**src/rtl/vector_sum_driver.sv**
```systemverilog
// Serial-to-vector packer that launches the 4-element adder and returns its sum on a stream.
// Optional macro DRV_TIMEOUT_EN adds a bounded wait on adder_finished and a sticky o_err_timeout.
module vector_sum_driver #(
  parameter int unsigned ELEM_W   = 32,
  parameter int unsigned NUM_ELEM = 4,
  parameter int unsigned SUM_W    = 34,
  parameter int unsigned TIMEOUT  = 15
) (
  input  logic                       i_clk,
  input  logic                       i_rst_n,
  input  logic [ELEM_W-1:0]          i_in_data,
  input  logic                       i_in_valid,
  output logic                       o_in_ready,
  output logic [ELEM_W*NUM_ELEM-1:0] o_adder_vector,
  output logic                       o_adder_enable,
  output logic                       o_adder_clear,
  input  logic                       i_adder_finished,
  input  logic [SUM_W-1:0]           i_adder_sum,
  output logic [SUM_W-1:0]           o_out_sum,
  output logic                       o_out_valid,
  input  logic                       i_out_ready,
`ifdef DRV_TIMEOUT_EN
  output logic                       o_err_timeout,
`endif
  output logic                       o_busy
);

  localparam int unsigned VecW = ELEM_W * NUM_ELEM;
  localparam int unsigned CntW = $clog2(NUM_ELEM + 1);

  typedef enum logic [1:0] {StFill, StLaunch, StWait, StOut} state_e;

  state_e               r_state;
  state_e               w_state_next;
  logic [CntW-1:0]      r_count;
  logic [VecW-1:0]      r_vector;
  logic [SUM_W-1:0]     r_out_sum;
  logic                 r_out_valid;
  logic                 r_adder_clear;
  logic                 w_accept;
  logic                 w_finish;
  logic                 w_handshake;
  logic                 w_timeout;

  always_comb begin
    w_state_next = r_state;
    w_accept     = 1'b0;
    w_finish     = 1'b0;
    w_handshake  = 1'b0;
    unique case (r_state)
      StFill: begin
        w_accept = i_in_valid;
        if (w_accept && (r_count == CntW'(NUM_ELEM - 1))) w_state_next = StLaunch;
      end
      StLaunch: w_state_next = StWait;
      StWait: begin
        // Finished flag seen during LAUNCH is stale and never reaches here.
        w_finish = i_adder_finished;
        if (w_finish || w_timeout) w_state_next = StOut;
      end
      StOut: begin
        w_handshake = i_out_ready;
        if (w_handshake) w_state_next = StFill;
      end
      default: w_state_next = StFill;
    endcase
  end

  always_ff @(posedge i_clk) begin
    if (!i_rst_n) begin
      r_state       <= StFill;
      r_count       <= '0;
      r_vector      <= '0;
      r_out_sum     <= '0;
      r_out_valid   <= 1'b0;
      r_adder_clear <= 1'b0;
    end else begin
      r_state       <= w_state_next;
      r_adder_clear <= w_handshake;
      if (w_accept) begin
        for (int unsigned k = 0; k < NUM_ELEM; k++) begin
          if (r_count == CntW'(k)) r_vector[k*ELEM_W +: ELEM_W] <= i_in_data;
        end
        r_count <= r_count + CntW'(1);
      end
      if (w_finish) begin
        r_out_sum   <= i_adder_sum;
        r_out_valid <= 1'b1;
      end else if (w_timeout) begin
        r_out_sum   <= '0;
        r_out_valid <= 1'b1;
      end
      if (w_handshake) begin
        r_count     <= '0;
        r_out_valid <= 1'b0;
      end
    end
  end

`ifdef DRV_TIMEOUT_EN
  localparam int unsigned ToW = $clog2(TIMEOUT + 1);

  logic [ToW-1:0] r_wait_cnt;
  logic           r_err_timeout;

  assign w_timeout = (r_state == StWait) && !i_adder_finished &&
                     (r_wait_cnt == ToW'(TIMEOUT - 1));

  always_ff @(posedge i_clk) begin
    if (!i_rst_n) begin
      r_wait_cnt    <= '0;
      r_err_timeout <= 1'b0;
    end else begin
      r_wait_cnt <= (r_state == StWait) ? r_wait_cnt + ToW'(1) : '0;
      if (w_timeout) r_err_timeout <= 1'b1;
    end
  end

  assign o_err_timeout = r_err_timeout;
`else
  assign w_timeout = 1'b0;
`endif

  assign o_in_ready     = (r_state == StFill);
  assign o_adder_enable = (r_state == StLaunch);
  assign o_adder_clear  = r_adder_clear;
  assign o_adder_vector = r_vector;
  assign o_out_sum      = r_out_sum;
  assign o_out_valid    = r_out_valid;
  assign o_busy         = !((r_state == StFill) && (r_count == '0));

endmodule

```
**config.mk**
```make
export PLATFORM = sky130hd
export DESIGN_NAME = vector_sum_driver
export DESIGN_NICKNAME = d
export VERILOG_FILES = /design/src/rtl/vector_sum_driver.sv
export SDC_FILE = /design/constraint.sdc
export NUM_CORES = 1
export LEC_CHECK = 0
export ABC_AREA = 1
export BUFFER_PORTS_ARGS = -buffer_cell sky130_fd_sc_hd__buf_2
export CORE_ASPECT_RATIO = 0.7
export CORE_MARGIN = 3
export CORE_UTILIZATION = 48
export DETAILED_ROUTE_END_ITERATION = 8
export PLACE_DENSITY_LB_ADDON = 0.3
export SYNTH_ARGS = -nofsm -noshare
export SYNTH_HDL_FRONTEND = slang
export SYNTH_SLANG_ARGS = --single-unit
```
**constraint.sdc**
```tcl
create_clock -name i_clk -period 1.9 [get_ports i_clk]
set_clock_uncertainty 0.1 [all_clocks]
set_input_delay 0.475 -clock i_clk [delete_from_list [all_inputs] [get_ports i_clk]]
set_output_delay 0.475 -clock i_clk [all_outputs]
set_load 0.05 [all_outputs]
```
==> impl_metrics.ini, run 1 <==
[clocking]
ctsHoldBuffers = 0
root_buffer = clkbuf_16
cts_tree = yes
cts.sink_count = 169
clk_pin_slew_ps = 60
h-tree-depth = 4
clk-insertion-delay-late_ps = 410
clock_path_buffers = 2
cts-buffers-inserted = 17

[routing]
remaining_drc_errors = 0
wirelength_mm = 17.6
postRouteAntennaNets = 0
dr_total_vias = 5793
dr.pass1.iters = 5
post_drt_wl_per_cell_um = 15.0
via_per_inst = 4.94
drt_iter0_drc = 349

[power]
cellPowerDensity_nw_per_um2 = 1580
switching_share_pct = 42.4
combPwrFrac_pct = 38.9
p_seq_share_pct = 34.3
internal_power_uw = 7390
leakage_uw = 0.00395
p_switching_uw = 5430
p_clk_share_pct = 26.8
peakVddDrop_mv = 0.828

[critical_path]
crit_fanout = 2
cp.required_ps = 1320
critPathKind = reg -> out
arrival_ps = 1300
startpoint_type = flip-flop
end_kind = output pin

[synthesis]
synth-seq-cells = 169
syn_area_per_cell_um2 = 7.97
yosysSeqAreaShare_pct = 55.0
netlist_area_um2 = 6150
yosys_warnings = 0
syn_nets = 852
ys_types = 23
syn_inst = 771

[floorplan]
core_area_um2 = 12100
io_pins = 238
die_w_um = 141
rows = 33
die_area_um2 = 14200
start_util_pct = 50.8
fp.dieH_um = 101

[cells_and_area]
stdcell_area_um2 = 8130
nets = 1084
drive_gt1_share_pct = 31.3
area_growth_pct = 32.2
n_antenna_cell = 0
layout_common_cells = nor2_1, buf_2, dfxtp_1
layout_commonest_cell = nor2_1

[grt]
grt_max_degree = 63
grt_usage_pct = 23.9
antenna_found_initial = 0
grt_pass1_vias = 5194
grt_overflow = 0
grt_pass1_wl_mm = 27.2

[timing]
slew_headroom_pct = 55.1
min_period_ps = 1870
clock.fmax_ghz = 0.534
worstMarginPinSlew_ps = 666
setup_viol = 0
rsz0062_at_grt = yes
fin_crit_sh_pct = 98.6
worst_slack_ps = 27.1
drv_slew = 0
finalHoldViolCount = 0

[placed_design]
placed_cell_area_um2 = 7420
io_buffers = 237
post-place-ws_ps = 164
place.gp.congestion = 0.798
dp_hpwl_mm = 11.9

[min_path]
hold_path.class = in -> reg

[run_status]
status = finished clean

[run]
cap_violations = 0
-- path summary, 6_finish.rpt --
path | startpoint | to | slack, ps | depth (start not counted)
min | i_adder_sum[28] | o_out_sum[28] | 210 | 3
max | r_count[0] | o_busy | 30 | 6
min reg2reg | o_adder_vector[117] | o_adder_vector[117] | 360 | 2
max reg2reg | r_count[0] | o_adder_vector[18] | 60 | 13
-- synthesized netlist by cell type --
master	instances	area [µm²]
a21oi_1	35	175
buf_2	14	70.1
buf_4	6	45.0
buf_6	11	124
clkbuf_1	19	71.3
clkbuf_2	1	5.00
clkinv_1	1	3.75
clkinv_2	1	5.00
dfxtp_1	169	3380
ha_1	10	125
inv_1	13	48.8
inv_2	2	7.51
inv_6	1	8.76
nand2_1	50	188
nand2_4	2	22.5
nand3_1	33	165
nand4_1	2	12.5
nor2_1	266	998
nor2_4	2	22.5
nor3_1	1	5.00
o21ai_0	104	521
o21ai_1	27	135
or2_2	1	6.26
-- stage by stage --
| step | power [µW] | utilization (%) | hold slack (ps) | TNS [ps] | cells |
|---|---|---|---|---|---|
| 6_report | 12800 | 67.2 | 209 | 0 | 1172 |
| 5_1_grt | 13400 | 67.2 | 210 | -43.6 | 1172 |
| 4_1_cts | 12800 | 66.9 | 196 | 0 | 1172 |
| 3_5_place_dp | 9180 | 61.3 | 347 | 0 | 1134 |
| 3_3_place_gp | 9130 | 61.3 | 344 | 0 | 1134 |
| 2_1_floorplan | 8080 | - | 359 | 0 | 771 |
-- power by group through the flow --
stage                     clock network (µW)  registers [µW]  logic (µW)
final                                   3440            4400        4990
after global routing                    3640            4470        5320
after CTS                               3490            4400        4900
after detailed placement                   0            4460        4720
after global placement                     0            4450        4680
after floorplan                            0            6290        1790
-- routing by layer --
layer  routed length [µm]  up-vias  global-route usage, %
li1                     -     2948                      -
met1                 7870     2634                   32.0
met2                 8070      201                   38.4
met3                 1560       10                   6.83
met4                  121        0                   6.33
met5                    0        -                      0
-- final cells by class --
type,count,area [µm²]
Clock buffer,19,443
Clock inverter,12,141
Fill cell,1057,3970
Inverter,18,73.8
Multi-Input combinational cell,533,2420
Sequential cell,169,3390
Tap cell,157,196
Timing Repair Buffer,264,1470
-- critical path, cell delays in order, from the launching register on --
cell     delay, ps
dfxtp_2        330
inv_2           80
ha_4           130
inv_2           40
nor2_4          90
nand2_2         70
buf_8          150
-- flip-flops by register name (all words and copies together), names as in the netlist --
name,cells
o_out_valid,1
r_count,3
o_adder_vector,128
o_adder_clear,1
o_out_sum,34
r_state,2
-- timing repair --
item / in CTS / in global routing
endpoints found under the setup margin: 2 / 10
pin swaps: 3 / 2
buffers inserted: 7 / 0
gates resized for setup: 16 / 9
-- kinds of logic after synthesis --
family | after synthesis | synth area share [%]
AO/OA/AOI/OAI | 166 | 13.5
adder cells (fa/ha/maj) | 10 | 2.04
buffers and inverters | 69 | 6.33
flip-flops | 169 | 55.0
AND/OR/NAND/NOR | 357 | 23.1
Power figures use the tool's default switching activity.
==> inputs of run 2 (changes only) <==
--- a/config.mk
+++ b/config.mk
@@ -12,6 +12,7 @@
 export CORE_UTILIZATION = 48
 export DETAILED_ROUTE_END_ITERATION = 8
 export PLACE_DENSITY_LB_ADDON = 0.3
+export SETUP_SLACK_MARGIN = 0.05
 export SYNTH_ARGS = -nofsm -noshare
 export SYNTH_HDL_FRONTEND = slang
 export SYNTH_SLANG_ARGS = --single-unit
==> run 2 against run 1 <==
Against the previous run:
- routed wire length hardly changed
- global-route usage is the same
- first-iteration DRC count shrank 10%
- clock-buffer cell count unchanged
- highest routed layer unchanged
- critical path type unchanged
- via count fell by 0.10%
- critical path depth did not move
- die area is the same
- sequential share of layout area down 0.27 points
- sequential cell count stayed put
- combinational power rose by 2%
- sequential power barely moved
- maximum frequency about the same
==> impl_metrics.ini, run 2 (synthesis gave the netlist of run 1 again) <==
[run_status]
status = finished clean

[critical_path]
crit_fanout = 2
critical-path-top-delay-family = flip-flops
startpoint_type = flip-flop
cp.required_ps = 1320
cp_cell_sequence = inv_2 > ha_4 > inv_2 > nor2_4 > nand2_2 > buf_8
critPathKind = reg -> out
worst-path-buf-inv = 3
slowest_delay_ps = 330
crit_top_cell = inv_2
end_kind = output pin
arrival_ps = 1300
slowest_stage = dfxtp_2

[timing]
setup_viol = 0
fin_crit_sh_pct = 98.5
drv_slew = 0
rsz0062_at_grt = yes
slew_headroom_pct = 55.8
clock.fmax_ghz = 0.534
worst_slack_ps = 27.8
min_period_ps = 1870
worstMarginPinSlew_ps = 656
finalHoldViolCount = 0

[placed_design]
place.gp.congestion = 0.798
dp_hpwl_mm = 11.9
io_buffers = 237
placed_cell_area_um2 = 7420
post-place-ws_ps = 164

[cells_and_area]
area_growth_pct = 33.0
stdcell_area_um2 = 8180
fin_util_pct = 67.6
largest_reg_flops = 128
layout_common_cells = nor2_1, buf_2, dfxtp_1
drive_gt1_share_pct = 31.9
nets = 1084
n_antenna_cell = 0
layout_commonest_cell = nor2_1

[run]
cap_violations = 0

[power]
leakage_uw = 0.00397
cellPowerDensity_nw_per_um2 = 1580
peakVddDrop_mv = 0.832
p_total_uw = 13000

[routing]
wirelength_mm = 17.6
dr.pass1.iters = 5
via_per_inst = 4.94
dr_total_vias = 5787
post_drt_wl_per_cell_um = 15.0
postRouteAntennaNets = 0
drt_iter0_drc = 314
remaining_drc_errors = 0

[floorplan]
fp.dieH_um = 101
start_util_pct = 50.8
die_area_um2 = 14200
io_pins = 238
core_area_um2 = 12100
die_w_um = 141
rows = 33

[clocking]
cts-buffers-inserted = 17
cts_tree = yes
clk_pin_slew_ps = 60
cts.sink_count = 169
h-tree-depth = 4
clock_path_buffers = 2
clk-insertion-delay-late_ps = 410
ctsHoldBuffers = 0
root_buffer = clkbuf_16

[grt]
grt_usage_pct = 23.9
grt_max_degree = 63
grt_overflow = 0
grt_pass1_vias = 5194
antenna_found_initial = 0
grt_pass1_wl_mm = 27.2

[min_path]
hold_path.class = in -> reg
[run 2: cell count changes in the layout (fill, tap and decap cells not counted)]
cell / before / now
buf_12: 4 / 7
buf_4: 23 / 22
buf_6: 3 / 0
buf_8: 1 / 2
clkinv_2: 2 / 1
inv_2: 7 / 6
inv_4: 0 / 2
nor2_1: 262 / 256
nor2_2: 3 / 9
o21ai_0: 104 / 103
o21ai_1: 27 / 28
[run 2: report_power, final]
group / total [µW] / switching (µW) / internal (µW)
combinational: 5110 / 3740 / 1370
clock: 3440 / 1450 / 1990
sequential: 4410 / 287 / 4120
[run 2: timing repair]
| action | CTS | global route |
|---|---|---|
| pin swaps | 3 | 2 |
| gates resized for setup | 16 | 27 |
| setup buffers | 7 | 0 |
| setup endpoints to repair | 3 | 41 |
[run 2: routing by layer]
metal	GRT usage [%]	up-vias	wire (µm)
li1	-	2946	-
met1	32.0	2624	7820
met2	38.4	202	8060
met3	6.83	15	1570
met4	6.33	0	173
met5	0	-	0
[run 2: stage by stage]
stage	instances	hold slack (ps)	setup TNS [ps]
detailed placement	1134	347	0
finish	1172	210	0
global route	1172	210	-31.0
global placement	1134	344	0
floorplan	771	359	0
CTS	1172	196	0
[run 2: worst min-delay path, delay by kind of cell]
family / cells / cell delay, ps
buffers and inverters: 1 / 80
AO/OA/AOI/OAI: 1 / 70
AND/OR/NAND/NOR: 1 / 70
[run 2: area by class of cell]
| type | instances | area, µm² |
|---|---|---|
| Sequential cell | 169 | 3390 |
| Inverter | 18 | 77.6 |
| Timing Repair Buffer | 264 | 1500 |
| Clock inverter | 12 | 141 |
| Tap cell | 157 | 196 |
| Multi-Input combinational cell | 533 | 2430 |
| Clock buffer | 19 | 443 |
| Fill cell | 1045 | 3920 |
[run 2: final timing paths]
path	from	to	slack, ps	cells past startpoint
max reg2reg	r_count[0]	o_adder_vector[18]	90	13
max	r_count[0]	o_busy	30	6
min	i_adder_sum[28]	o_out_sum[28]	210	3
min reg2reg	o_adder_vector[117]	o_adder_vector[117]	360	2
